$ cat config.mk
export PLATFORM = sky130hd
export DESIGN_NAME = pgen_bars
export DESIGN_NICKNAME = d
export VERILOG_FILES = /design/src/rtl/pgen_bars.sv
export SDC_FILE = /design/constraint.sdc
export NUM_CORES = 1
export LEC_CHECK = 0
export ABC_AREA = 1
export CORE_MARGIN = 10
export CORE_UTILIZATION = 35
export CTS_BUF_LIST = sky130_fd_sc_hd__clkbuf_8
export CTS_CLUSTER_DIAMETER = 40
export DETAILED_ROUTE_END_ITERATION = 10
export HOLD_SLACK_MARGIN = 0.05
export PLACE_DENSITY = 0.58
export SYNTH_ARGS = -nofsm -noshare
export SYNTH_HDL_FRONTEND = slang
export SYNTH_SLANG_ARGS = --single-unit
$ cat constraint.sdc
create_clock -name clk -period 3.5 [get_ports clk]
set_clock_uncertainty 0.2 [all_clocks]
set_input_delay 0.7 -clock clk [delete_from_list [all_inputs] [get_ports clk]]
set_output_delay 0.7 -clock clk [all_outputs]
set_load 0.005 [all_outputs]
$ cat src/rtl/pgen_bars.sv
// Test-pattern source for the hub75 frame-buffer write port: renders one of four
// patterns row by row, stores/swaps each row, then swaps the frame.
module pgen_bars #(
    parameter int N_BANKS  = 2,
    parameter int N_ROWS   = 32,
    parameter int N_COLS   = 64,
    parameter int N_PLANES = 8
) (
    input  logic                                         clk,
    input  logic                                         rst_n,
    input  logic                                         en,
    input  logic [1:0]                                   mode,
    output logic [$clog2(N_BANKS)+$clog2(N_ROWS)-1:0]    fbw_row_addr,
    output logic                                         fbw_row_store,
    input  logic                                         fbw_row_rdy,
    output logic                                         fbw_row_swap,
    output logic [3*N_PLANES-1:0]                        fbw_data,
    output logic [$clog2(N_COLS)-1:0]                    fbw_col_addr,
    output logic                                         fbw_wren,
    output logic                                         frame_swap,
    input  logic                                         frame_rdy,
    output logic [N_PLANES-1:0]                          frame_cnt
);

    localparam int LOG_N_COLS = $clog2(N_COLS);
    localparam int RW         = $clog2(N_BANKS) + $clog2(N_ROWS);
    localparam int N_LINES    = N_BANKS * N_ROWS;
    localparam int SH_C       = N_PLANES - LOG_N_COLS;
    localparam int SH_R       = N_PLANES - RW;

    typedef enum logic [2:0] {IDLE, FILL, WAIT_RDY, STORE, FSWAP} state_t;

    state_t                  state;
    logic [LOG_N_COLS-1:0]   col;
    logic [1:0]              mode_q;
    logic [N_PLANES-1:0]     pr, pg, pb, v;
    logic [2:0]              bar;

    // Pixel colour for the current (col, row, frame); registered into fbw_data in FILL.
    always_comb begin
        bar = col[LOG_N_COLS-1 -: 3];
        v   = N_PLANES'(col) + N_PLANES'(fbw_row_addr) + frame_cnt;
        pr  = '1;
        pg  = '1;
        pb  = '1;
        case (mode_q)
            2'd1: begin
                pr = {N_PLANES{bar[0]}};
                pg = {N_PLANES{bar[1]}};
                pb = {N_PLANES{bar[2]}};
            end
            2'd2: begin
                pr = N_PLANES'(col) << SH_C;
                pg = N_PLANES'(fbw_row_addr) << SH_R;
                pb = frame_cnt;
            end
            2'd3: begin
                pr = v;
                pg = ~v;
                pb = '0;
            end
            default: ;
        endcase
    end

    always_ff @(posedge clk or negedge rst_n) begin
        if (!rst_n) begin
            state         <= IDLE;
            col           <= '0;
            mode_q        <= '0;
            fbw_row_addr  <= '0;
            fbw_row_store <= 1'b0;
            fbw_row_swap  <= 1'b0;
            fbw_data      <= '0;
            fbw_col_addr  <= '0;
            fbw_wren      <= 1'b0;
            frame_swap    <= 1'b0;
            frame_cnt     <= '0;
        end else begin
            fbw_wren      <= 1'b0;
            fbw_row_store <= 1'b0;
            fbw_row_swap  <= 1'b0;
            frame_swap    <= 1'b0;
            case (state)
                IDLE: begin
                    if (en && frame_rdy) begin
                        state        <= FILL;
                        mode_q       <= mode;
                        fbw_row_addr <= '0;
                        col          <= '0;
                    end
                end
                FILL: begin
                    fbw_wren     <= 1'b1;
                    fbw_col_addr <= col;
                    fbw_data     <= {pb, pg, pr};
                    col          <= col + 1'b1;
                    // The last pixel's wren cycle overlaps the first WAIT_RDY cycle.
                    if (col == LOG_N_COLS'(N_COLS - 1))
                        state <= WAIT_RDY;
                end
                WAIT_RDY: begin
                    if (fbw_row_rdy) begin
                        state         <= STORE;
                        fbw_row_store <= 1'b1;
                        fbw_row_swap  <= 1'b1;
                    end
                end
                STORE: begin
                    if (fbw_row_addr == RW'(N_LINES - 1)) begin
                        state      <= FSWAP;
                        frame_swap <= 1'b1;
                        frame_cnt  <= frame_cnt + 1'b1;
                    end else begin
                        state        <= FILL;
                        fbw_row_addr <= fbw_row_addr + 1'b1;
                        col          <= '0;
                    end
                end
                FSWAP:   state <= IDLE;
                default: state <= IDLE;
            endcase
        end
    end

endmodule
**Yosys cells after proc, flatten, opt, wreduce, memory -nomap -nowiden**

Index checks and enable logic that the tools add are counted.
W data, S select, Z words.

- Equality and inequality tests: 12
- Bitwise logic cells: 1
- Reductions and logical operators: 9
- Mux-type cells: 18
- $add $sub $neg: 5

Operators with widths:

| cell | count |
|---|---|
| $pmux W8 S3 | 3 |
| $mux W6 | 3 |
| $pmux W6 S3 | 1 |
| $add A6 B1 Y6 const B | 2 |
| $eq A6 B6 Y1 const B | 2 |
| $mux W3 | 4 |
| $pmux W3 S4 | 1 |
| $pmux W6 S2 | 1 |
| $reduce_and A3 Y1 | 3 |
| $add A7 B8 Y8 | 1 |
| $add A8 B1 Y8 const B | 1 |
| $ne A2 B2 Y1 const B | 4 |
| $not A8 Y8 | 1 |
| $add A6 B6 Y7 | 1 |
| $eq A3 B2 Y1 const B | 2 |
| $mux W1 | 5 |
| $eq A2 B2 Y1 const B | 2 |
| $reduce_and A2 Y1 | 2 |
| $eq A3 B1 Y1 const B | 1 |
| $logic_not A3 Y1 | 1 |
| $reduce_bool A3 Y1 | 1 |
| $eq A2 B1 Y1 const B | 1 |
| $reduce_bool A2 Y1 | 1 |
| $logic_and A1 B1 Y1 | 1 |

- Word-level logic and storage cells: 55
- Input bits: 7
- Bits in registers: 58

**Logic depth before layout (Yosys ltp)**

- Depth in word-level cells: 4
- Gate-level depth with buffers: 12
- Depth with buffers taken out: 12

**Worst setup path after synthesis**

OpenSTA, ideal clock, no wires.

- Kind: register to register
- Start point: register fbw_row_addr[1]
- End point: register fbw_data[13]
- Data arrival time: 2.187 ns
- Setup slack: 0.991 ns
- Stages on the path, launching flop included: 12
- Clock period less this slack: 2.509 ns
- Library setup time: 0.122 ns
- Path through: dfrtp_1 > fa_1 > ha_1 > inv_1 > fa_1 > inv_1 > nand2_1 > nand2_1 > nand2_1 > or2_2 > nand3_1 > a21oi_1

- Cells in the longest elaborated chain, start to end: 4

Ends and longest elaborated chain:

| what | RTL line | RTL |
|---|---|---|
| start, declared | 13 | `output logic [$clog2(N_BANKS)+$clog2(N_ROWS)-1:0] fbw_row_addr,` |
| start signal, assigned | 116 | `fbw_row_addr <= fbw_row_addr + 1'b1;` |
| $add A6 B6 Y7 | 42 | `v = N_PLANES'(col) + N_PLANES'(fbw_row_addr) + frame_cnt;` |
| $add A7 B8 Y8 | 42 |  |
| $not A8 Y8 | 59 | `pg = ~v;` |
| $pmux W8 S3 | 46 | `case (mode_q)` |
| end signal, assigned | 96 | `fbw_data <= {pb, pg, pr};` |
| end, declared | 17 | `output logic [3*N_PLANES-1:0] fbw_data,` |

No other way between the ends.
A chain may end at the register's enable or synchronous reset.

**Final worst setup path**

Ends and elaborated chain as after synthesis.

==> qor.yml <==
synth_fp_nets: 390
layout_min_cycle_time_ns: 2.69
via_per_inst: 4.86
switching_power_mw: 1.23
post_cts_buffers: 0
hold_buffers: 0
cp_slowest_cell: "fa_1"
hpwl_um: 6370
netlist_top_cells_count: "84 x nand2_1, 58 x dfrtp_1, 42 x a21oi_1"
place.gp.congestion: 0.872
syn2layout_area_growth_pct: 27.9
vdd_drop_max_mv: 0.244
place_area_um2: 3750
synth.most_common_cell: "nand2_1"
cp_common_cell: "nand2_1"
cts.sinks: 58
die_h_um: 114
drt_iter0_drc: 123
outcome: "complete, no violations"
worst-setup-path-type: "reg -> reg"
finalPower_mw: 3.17
worst_setup_path_end_kind: "flip-flop"
tightest_slew_ns: 0.810
p_leak_nw: 1.92
regToRegSetupSlack_ns: 0.81
slew_headroom_pct: 45.9
io_buffers: 54
seq_area_frac_synth_pct: 46.7
seqPwrFrac_pct: 34.1
worstPathRequired_ns: 3.52
clk_pin_slew_ns: 0.07
report.final.slew_viol_count: 0
first_global_vias: 2636
grt_pass1_wl_um: 14100
path_cells: "fa_1 -> ha_1 -> inv_1 -> fa_1 -> inv_1 -> nand2_1 -> nand2_1 -> nand2_1 -> or2_2 -> nand3_1 -> a21oi_1"
setup_ws_ns: 0.813
drive_gt1_share_pct: 9.30
netSwitchingFraction_pct: 38.7
synth_area_leaders: "dfrtp_1 47%, nand2_1 10%, a21oi_1 6.8%, nor2_1 4.6%, fa_1 4.5%"
place_ws_ns: 0.818
final_util_pct: 45.8
htreeDepth: 3
fillers: 870
gr-total-overflow: 0
power_frac_comb_pct: 44.2
clock_latency_ns: 0.35
cts_tree: "built"
finalHoldViolCount: 0
nets: 449
finalSetupViolCount: 0
rows: 34
startpoint_type: "flip-flop"
drc: 0
synthFlopType: "dfrtp_1"
cts_resized: 0
hold_class: "in -> async"
final_antenna_net_count: 0
die-area_um2: 13100
synth_area_um2: 3110
grt_setup_unrepaired: "false"
r2r_cells: 11
r2r_end: "fbw_data[13]$_DFFE_PN0P_"
rr_startpoint: "fbw_row_addr[1]$_DFFE_PN0P_"
io-pin-count: 55
cts_buffers: 9
grt_util_all_layers_pct: 13.6
slowest_delay_ns: 0.57
internal_power_mw: 1.94
ys_ff_latch: 58
synthArstFlopShare_pct: 100
clkPwrFrac_pct: 21.6
design_area_um2: 3980
first_pass_iters: 4
initial_utilization_pct: 35.8
max_freq_mhz: 372
synth-edff-count: 0
maxCapViolCount: 0
die_width_um: 114
antenna_found_initial: 0
wl_per_cell_um: 15.6
grt_max_degree: 33
synth.distinct_cells: 31
synth_warnings: 0
power_density_nw_per_um2: 797
root_buffer: "clkbuf_8"
n_antenna_cell: 0
cts_buffer_depth: 2
yosysTopAreaCellShare_pct: 46.7
syn_area_per_cell_um2: 8.47
crit_fanout: 6
synthCells: 367
setup_tns_ns: 0
core_um2: 8680
critical_path_arrival_ns: 2.71
num_vias: 2617
synth_top_cell_by_area: "dfrtp_1"
finalCritPeriodShare_pct: 76.8
wl_um: 8370
-- per-stage QoR --
| stage | std cells | hold slack, ns |
|---|---|---|
| 6_report | 538 | 0.0819 |
| 5_1_grt | 538 | 0.101 |
| 4_1_cts | 538 | 0.0905 |
| 3_5_place_dp | 523 | 0.267 |
| 3_3_place_gp | 523 | 0.270 |
| 2_1_floorplan | 367 | 0.204 |
-- logic make-up after synthesis --
logic type / after synthesis / synth area share (%)
and+or+nand+nor: 168 / 24.1
buffers and inverters: 46 / 6.00
xor gates and xnor gates: 10 / 2.82
AOI/OAI and AO/OA: 69 / 12.3
DFF: 58 / 46.7
adders and majority gates: 16 / 8.13
-- power groups by stage --
stage | clock network [mW] | logic (mW) | registers, mW
final | 0.685 | 1.40 | 1.08
after global routing | 0.728 | 1.57 | 1.12
after CTS | 0.696 | 1.42 | 1.08
after detailed placement | 0 | 1.41 | 1.10
after global placement | 0 | 1.40 | 1.09
after floorplan | 0 | 0.787 | 1.07
-- worst max-delay path, delay by kind of cell, from the launching register on --
kind,cells,cell delay [ns]
AOI/OAI and AO/OA,1,0.08
adders and majority gates,3,1.09
buffers and inverters,2,0.15
DFF,1,0.46
and+or+nand+nor,5,0.59
-- flip-flops by register name, summed over array words and instances, names as in the netlist --
signal and count:
col 6, fbw_row_swap 1, fbw_wren 1, fbw_col_addr 6, state 3, fbw_data 24
frame_swap 1, frame_cnt 8, mode_q 2, fbw_row_addr 6
-- metal layers --
layer / share of wire [%] / global-route usage, % / up-vias
met5: 0 / 0 / -
met1: 45 / 17.2 / 1239
met3: 6.8 / 4.61 / 9
met4: 1.4 / 5.35 / 0
met2: 47 / 20.9 / 60
li1: - / - / 1309
-- layout make-up --
type,count,area (µm²),area share [%]
clock buffers,14,193,4.84
clock inverters,1,30.0,0.755
inverters,37,139,3.49
multi-input cells,263,1470,37.0
flip-flops and latches,58,1450,36.5
well taps,108,135,3.40
repair buffers,57,558,14.0
-- how the worst max path moves through the flow --
stage / start / end / slack, ns
floorplan: fbw_row_addr[1]$_DFFE_PN0P_ / fbw_data[13]$_DFFE_PN0P_ / 0.99
global placement: fbw_row_addr[1]$_DFFE_PN0P_ / fbw_data[13]$_DFFE_PN0P_ / 0.92
detailed placement: fbw_row_addr[1]$_DFFE_PN0P_ / fbw_data[13]$_DFFE_PN0P_ / 0.82
CTS: fbw_row_addr[1]$_DFFE_PN0P_ / fbw_data[13]$_DFFE_PN0P_ / 0.82
global route: fbw_row_addr[1]$_DFFE_PN0P_ / fbw_data[13]$_DFFE_PN0P_ / 0.64
finish: fbw_row_addr[1]$_DFFE_PN0P_ / fbw_data[13]$_DFFE_PN0P_ / 0.81
-- layout by cell type, fill, tap and decap left out, drive strengths merged --
cell type / instances
clkbuf: 14
ha: 9
o21bai: 1
nand3b: 1
clkdlybuf4s50: 53
a31oi: 2
inv: 37
bufinv: 1
dfrtp: 58
buf: 4
a21oi: 42
nand4: 4
o21ai: 21
xor2: 7
nand2: 87
xnor2: 3
o22a: 1
nand3: 27
o21a: 2
fa: 7
or2: 3
nor2: 42
nor3: 4
Note: power is estimated with default switching activity, not from simulation.
